**src/rtl/alu_op_sequencer.sv**
```systemverilog
// Command sequencer around the 10-bit signed ALU: registers operands on accept,
// captures the ALU result one cycle later and returns it through a show-ahead FIFO.
module alu_op_sequencer #(
    parameter int FIFO_DEPTH = 4,
    parameter int CNT_W      = 8
) (
    input  logic                    i_clk,
    input  logic                    i_rst_n,
    input  logic                    i_cmd_valid,
    output logic                    o_cmd_ready,
    input  logic [2:0]              i_cmd_oper,
    input  logic signed [9:0]       i_cmd_arg0,
    input  logic signed [9:0]       i_cmd_arg1,
    output logic signed [9:0]       o_alu_arg0,
    output logic signed [9:0]       o_alu_arg1,
    output logic [2:0]              o_alu_oper,
    input  logic signed [9:0]       i_alu_result,
    input  logic [3:0]              i_alu_flag,
    output logic                    o_rsp_valid,
    input  logic                    i_rsp_ready,
    output logic signed [9:0]       o_rsp_result,
    output logic [3:0]              o_rsp_flag,
    output logic                    o_ovf_sticky,
    input  logic                    i_ovf_clear,
    output logic [CNT_W-1:0]        o_cmd_count
);

    localparam int PTR_W  = (FIFO_DEPTH > 1) ? $clog2(FIFO_DEPTH) : 1;
    localparam int FCNT_W = PTR_W + 1;

    typedef enum logic {
        IDLE = 1'b0,
        EXEC = 1'b1
    } state_t;

    state_t              state, state_nxt;
    logic                accept;
    logic                capture;
    logic                pop;
    logic [PTR_W-1:0]    wr_ptr, rd_ptr;
    logic [FCNT_W-1:0]   fifo_count;
    logic [13:0]         fifo_mem [FIFO_DEPTH];
    logic [13:0]         head;

    always_ff @(posedge i_clk or negedge i_rst_n) begin
        if (!i_rst_n) state <= IDLE;
        else          state <= state_nxt;
    end

    always_comb begin
        state_nxt   = state;
        o_cmd_ready = 1'b0;
        accept      = 1'b0;
        capture     = 1'b0;
        case (state)
            IDLE: begin
                o_cmd_ready = (fifo_count < FCNT_W'(FIFO_DEPTH));
                if (i_cmd_valid && o_cmd_ready) begin
                    accept    = 1'b1;
                    state_nxt = EXEC;
                end
            end
            EXEC: begin
                capture   = 1'b1;
                state_nxt = IDLE;
            end
            default: state_nxt = IDLE;
        endcase
    end

    // Operand stage: ALU inputs change only when a command is accepted
    always_ff @(posedge i_clk or negedge i_rst_n) begin
        if (!i_rst_n) begin
            o_alu_arg0 <= '0;
            o_alu_arg1 <= '0;
            o_alu_oper <= '0;
        end else if (accept) begin
            o_alu_arg0 <= i_cmd_arg0;
            o_alu_arg1 <= i_cmd_arg1;
            o_alu_oper <= i_cmd_oper;
        end
    end

    // Capture stage: ALU output lands in the response FIFO
    always_ff @(posedge i_clk) begin
        if (capture) fifo_mem[wr_ptr] <= {i_alu_flag, i_alu_result};
    end

    assign o_rsp_valid = (fifo_count != '0);
    assign pop         = o_rsp_valid & i_rsp_ready;

    always_ff @(posedge i_clk or negedge i_rst_n) begin
        if (!i_rst_n) begin
            wr_ptr     <= '0;
            rd_ptr     <= '0;
            fifo_count <= '0;
        end else begin
            if (capture) wr_ptr <= wr_ptr + 1'b1;
            if (pop)     rd_ptr <= rd_ptr + 1'b1;
            case ({capture, pop})
                2'b10:   fifo_count <= fifo_count + 1'b1;
                2'b01:   fifo_count <= fifo_count - 1'b1;
                default: fifo_count <= fifo_count;
            endcase
        end
    end

    // Memory is not reset, so the head is masked to zero while empty
    assign head         = fifo_mem[rd_ptr];
    assign o_rsp_result = o_rsp_valid ? $signed(head[9:0]) : '0;
    assign o_rsp_flag   = o_rsp_valid ? head[13:10] : '0;

    always_ff @(posedge i_clk or negedge i_rst_n) begin
        if (!i_rst_n) begin
            o_ovf_sticky <= 1'b0;
            o_cmd_count  <= '0;
        end else begin
            if (capture && i_alu_flag[0]) o_ovf_sticky <= 1'b1;
            else if (i_ovf_clear)         o_ovf_sticky <= 1'b0;
            if (capture) o_cmd_count <= o_cmd_count + 1'b1;
        end
    end

endmodule

```
**config.mk**
```make
export PLATFORM = sky130hd
export DESIGN_NAME = alu_op_sequencer
export DESIGN_NICKNAME = d
export VERILOG_FILES = /design/src/rtl/alu_op_sequencer.sv
export SDC_FILE = /design/constraint.sdc
export NUM_CORES = 1
export LEC_CHECK = 0
export CAP_MARGIN = 20
export CORE_MARGIN = 3
export CORE_UTILIZATION = 54
export CTS_CLUSTER_SIZE = 30
export DETAILED_ROUTE_END_ITERATION = 7
export PLACE_DENSITY_LB_ADDON = 0.12
export RECOVER_POWER = 50
export SYNTH_ARGS = -nofsm -noshare
export SYNTH_HDL_FRONTEND = slang
export SYNTH_SLANG_ARGS = --single-unit
```
**constraint.sdc**
```tcl
create_clock -name i_clk -period 3.4 [get_ports i_clk]
set_clock_uncertainty 0.1 [all_clocks]
set_input_delay 0.34 -clock i_clk [delete_from_list [all_inputs] [get_ports i_clk]]
set_output_delay 0.34 -clock i_clk [all_outputs]
set_load 0.05 [all_outputs]
```
==> impl_metrics.csv <==
group,metric,value,unit
route,routedWlPerCell,16.83,um
cells_and_area,num_antenna_cells,0,
timing,rsz0062_at_grt,"false",
yosys,synthesis.instances,208,
setup_path,critPathBufInv,2,
setup_path,critical-path-slowest-cell,"clkdlybuf4s50_1",
cts,post_cts_buffers,0,
route,drtIter0Drc,77,
cts,cts_root_buf,"clkbuf_8",
global_routing,grt_use_met1,0.2176,
global_routing,grt_pass1_vias,2291,
cells_and_area,fin_cells,401,
global_routing,gr-usage-met3,0.04888,
global_routing,grt_max_degree,41,
power,powerDensity,1033,nW/um^2
global_routing,globalRoute.busiestLayer,"met2",
global_routing,grt_first_pass_wirelength,11270,um
setup_path,path_max_fanout,9,
setup_path,cp_top_family,"buffers and inverters",
timing,min_period,3.043,ns
cells_and_area,fillers,466,
yosys,yosysTopAreaCell,"edfxtp_1",
yosys,synthesis.area,3904,sq um
placement,hpwlAfterDp,4613,um
timing,post-route-period-util,0.8951,
setup_path,startpoint_type,"flop",
timing,setup_tns,0,ns
cells_and_area,area_delta_synth_final,28.97,%
cts,cts_resized,0,
placement,gp_congestion,0.6802,
floorplanning,design.core.area,6907,sq um
yosys,ys_ff_latch,96,
yosys,yosysMostFrequentCell,"edfxtp_1",
route,drt_wl_total,6747,um
setup_path,cp.arrival,2.60,ns
yosys,async_flop_share,0.4167,
floorplanning,die_w,91.03,um
power,power,5.199,mW
setup_path,worst_setup_path_end_kind,"output port",
setup_path,worstPathCellList,"buf_12, mux4_1, and2_1, clkdlybuf4s50_1",
setup_path,critPathKind,"flop to output port",
yosys,ys_seq_area_frac,0.6872,
global_routing,overflow,0,
route,drc,0,
placement,place_worst_setup_slack,0.6842,ns
cells_and_area,regArea,2683,sq um
timing,finalWorstSetupSlack,0.3565,ns
power,vdd_drop_max,0.6599,mV
cts,insertion_delay,0.34,ns
cells_and_area,fin_nets,349,
yosys,synth_top_cells_by_area,"edfxtp_1 43%, dfrtp_1 26%, mux2_4 7.3%",
run_status,status,"finished with violations",
cells_and_area,multi_input_area,1080,sq um
timing,max_freq,0.3286,GHz
cts,cts_max_level,3,
global_routing,grt_usage,0.1748,
global_routing,antenna_found_initial,0,
setup_path,crit_required,2.96,ns
route,dr.pass1.iters,4,
yosys,synth_edf_count,56,
setup_path,max_stage_delay,0.70,ns
timing,slew_violations,66,
cts,ctsHoldBuffers,0,
timing,setup_viol,0,
route,final_antenna_net_count,0,
timing,hold_viol_final,0,
floorplanning,die_height,91.03,um
yosys,syn_avg_cell_area,18.77,sq um
placement,port_buffers,89,
cells_and_area,drive_above_1_share,0.1377,
timing,tightest_slew,2.077,ns
yosys,synthDistinctLibCells,26,
floorplanning,ios,90,
global_routing,met2_usage,0.2931,
timing,slew_headroom,-0.3845,
cts,clockBufferDepth,2,
placement,post-place-cells,385,
run_status,violations,"max-capacitance violations, max-slew violations",
route,viasPerCell,5.027,
cts,clk_pin_slew_worst_paths,0.09,ns
yosys,synthesis.nets,257,
cts,cts_buffers,9,
flow_run,maxCapViolCount,2,
route,vias,2016,
floorplanning,die_area,8286,sq um
yosys,synth_top_flop_cell,"edfxtp_1",
yosys,ys_warn_count,0,
cts,cts_tree,"built",
power,p_leak,1.911,nW
hold_path,hold_path.class,"flop to flop",
yosys,synth_top_cell_area_share,0.4308,
cts,cts_sinks,96,
yosys,synth_common_cells,"56 x edfxtp_1, 40 x dfrtp_1, 20 x and2_1, 19 x mux2_4",
floorplanning,num_rows,30,
floorplanning,initial_core_util,0.5652,
cell type report:
| class | instances | area share |
|---|---|---|
| well taps | 96 | 0.02386 |
| multi-input cells | 95 | 0.2145 |
| repair buffers | 91 | 0.1804 |
| flip-flops and latches | 96 | 0.5328 |
| inverters | 7 | 0.005219 |
| clock inverters | 6 | 0.01789 |
| clock buffers | 10 | 0.02535 |
where the power goes:
| part | switching, mW | internal [mW] | total, mW |
|---|---|---|---|
| logic | 1.56 | 1.06 | 2.62 |
| clock network | 0.384 | 0.419 | 0.803 |
| registers | 0.236 | 1.55 | 1.78 |
| total | 2.18 | 3.02 | 5.20 |
cell usage in the layout, fill, tap and decap left out:
master / count
nor2_1: 2
fa_1: 1
dfrtp_1: 40
mux4_2: 8
and3_1: 2
mux2_4: 13
clkinvlp_4: 1
buf_12: 1
mux2_1: 6
xor2_1: 5
mux2_2: 5
o21ai_0: 2
and2_1: 18
inv_1: 7
xnor2_1: 8
ha_1: 6
edfxtp_1: 56
mux2i_1: 1
or3_1: 1
clkbuf_8: 9
clkdlybuf4s50_1: 74
mux4_1: 6
nand2_1: 5
dlygate4sd3_1: 14
nand4_1: 3
clkinv_2: 1
and2_0: 2
clkbuf_1: 3
bufinv_16: 2
inv_6: 2
nand3_1: 1
metal layers:
| layer | wire length, um | up-vias |
|---|---|---|
| met1 | 2923 | 1002 |
| met2 | 3339 | 63 |
| met5 | 0 | - |
| met3 | 403 | 9 |
| li1 | - | 942 |
| met4 | 80 | 0 |
per-stage QoR:
step,util,hold slack (ns),area (sq um)
2_1_floorplan,-,-0.05559,3904
3_3_place_gp,0.7018,0.3604,4847
3_5_place_dp,0.7018,0.3709,4847
4_1_cts,0.7333,0.02317,5065
5_1_grt,0.7290,0.4038,5035
6_report,0.7290,0.3779,5035
logic make-up after synthesis:
| family | after synthesis | share of synthesized area |
|---|---|---|
| flops | 96 | 0.6872 |
| mux | 39 | 0.1766 |
| simple gates | 34 | 0.05032 |
| buf+inv | 17 | 0.02981 |
| xor+xnor | 13 | 0.02917 |
| fa+ha+maj | 7 | 0.02436 |
| compound gates | 2 | 0.002564 |
worst register-to-register path, stage by stage (launching register included):
cell and delay [ns]:
dfrtp_1 0.57, nor2_1 0.20, and2_1 0.14, clkbuf_1 1.11, mux2_2 0.43
flip-flops by register name, summed over array words and instances (netlist names):
signal and cells:
state 1, rd_ptr 2, o_ovf_sticky 1, fifo_count 3
o_cmd_count 8, wr_ptr 2, o_alu_oper 3, o_alu_arg1 10
fifo_mem 56, o_alu_arg0 10
worst paths after layout:
check | startpoint | to | slack, ns | cells past startpoint
worst min-delay path | o_cmd_count[7] | o_cmd_count[7] | 0.38 | 1
worst min register to register | o_cmd_count[7] | o_cmd_count[7] | 0.38 | 1
max in group asynchronous | i_rst_n | o_alu_oper[2] | 1.52 | 1
worst max register to register | state | o_alu_oper[1] | 0.74 | 4
worst max-delay path | rd_ptr[0] | o_rsp_result[1] | 0.36 | 4
min in group asynchronous | i_rst_n | o_cmd_count[6] | 0.48 | 1
Note: power is estimated with default switching activity, not from simulation.
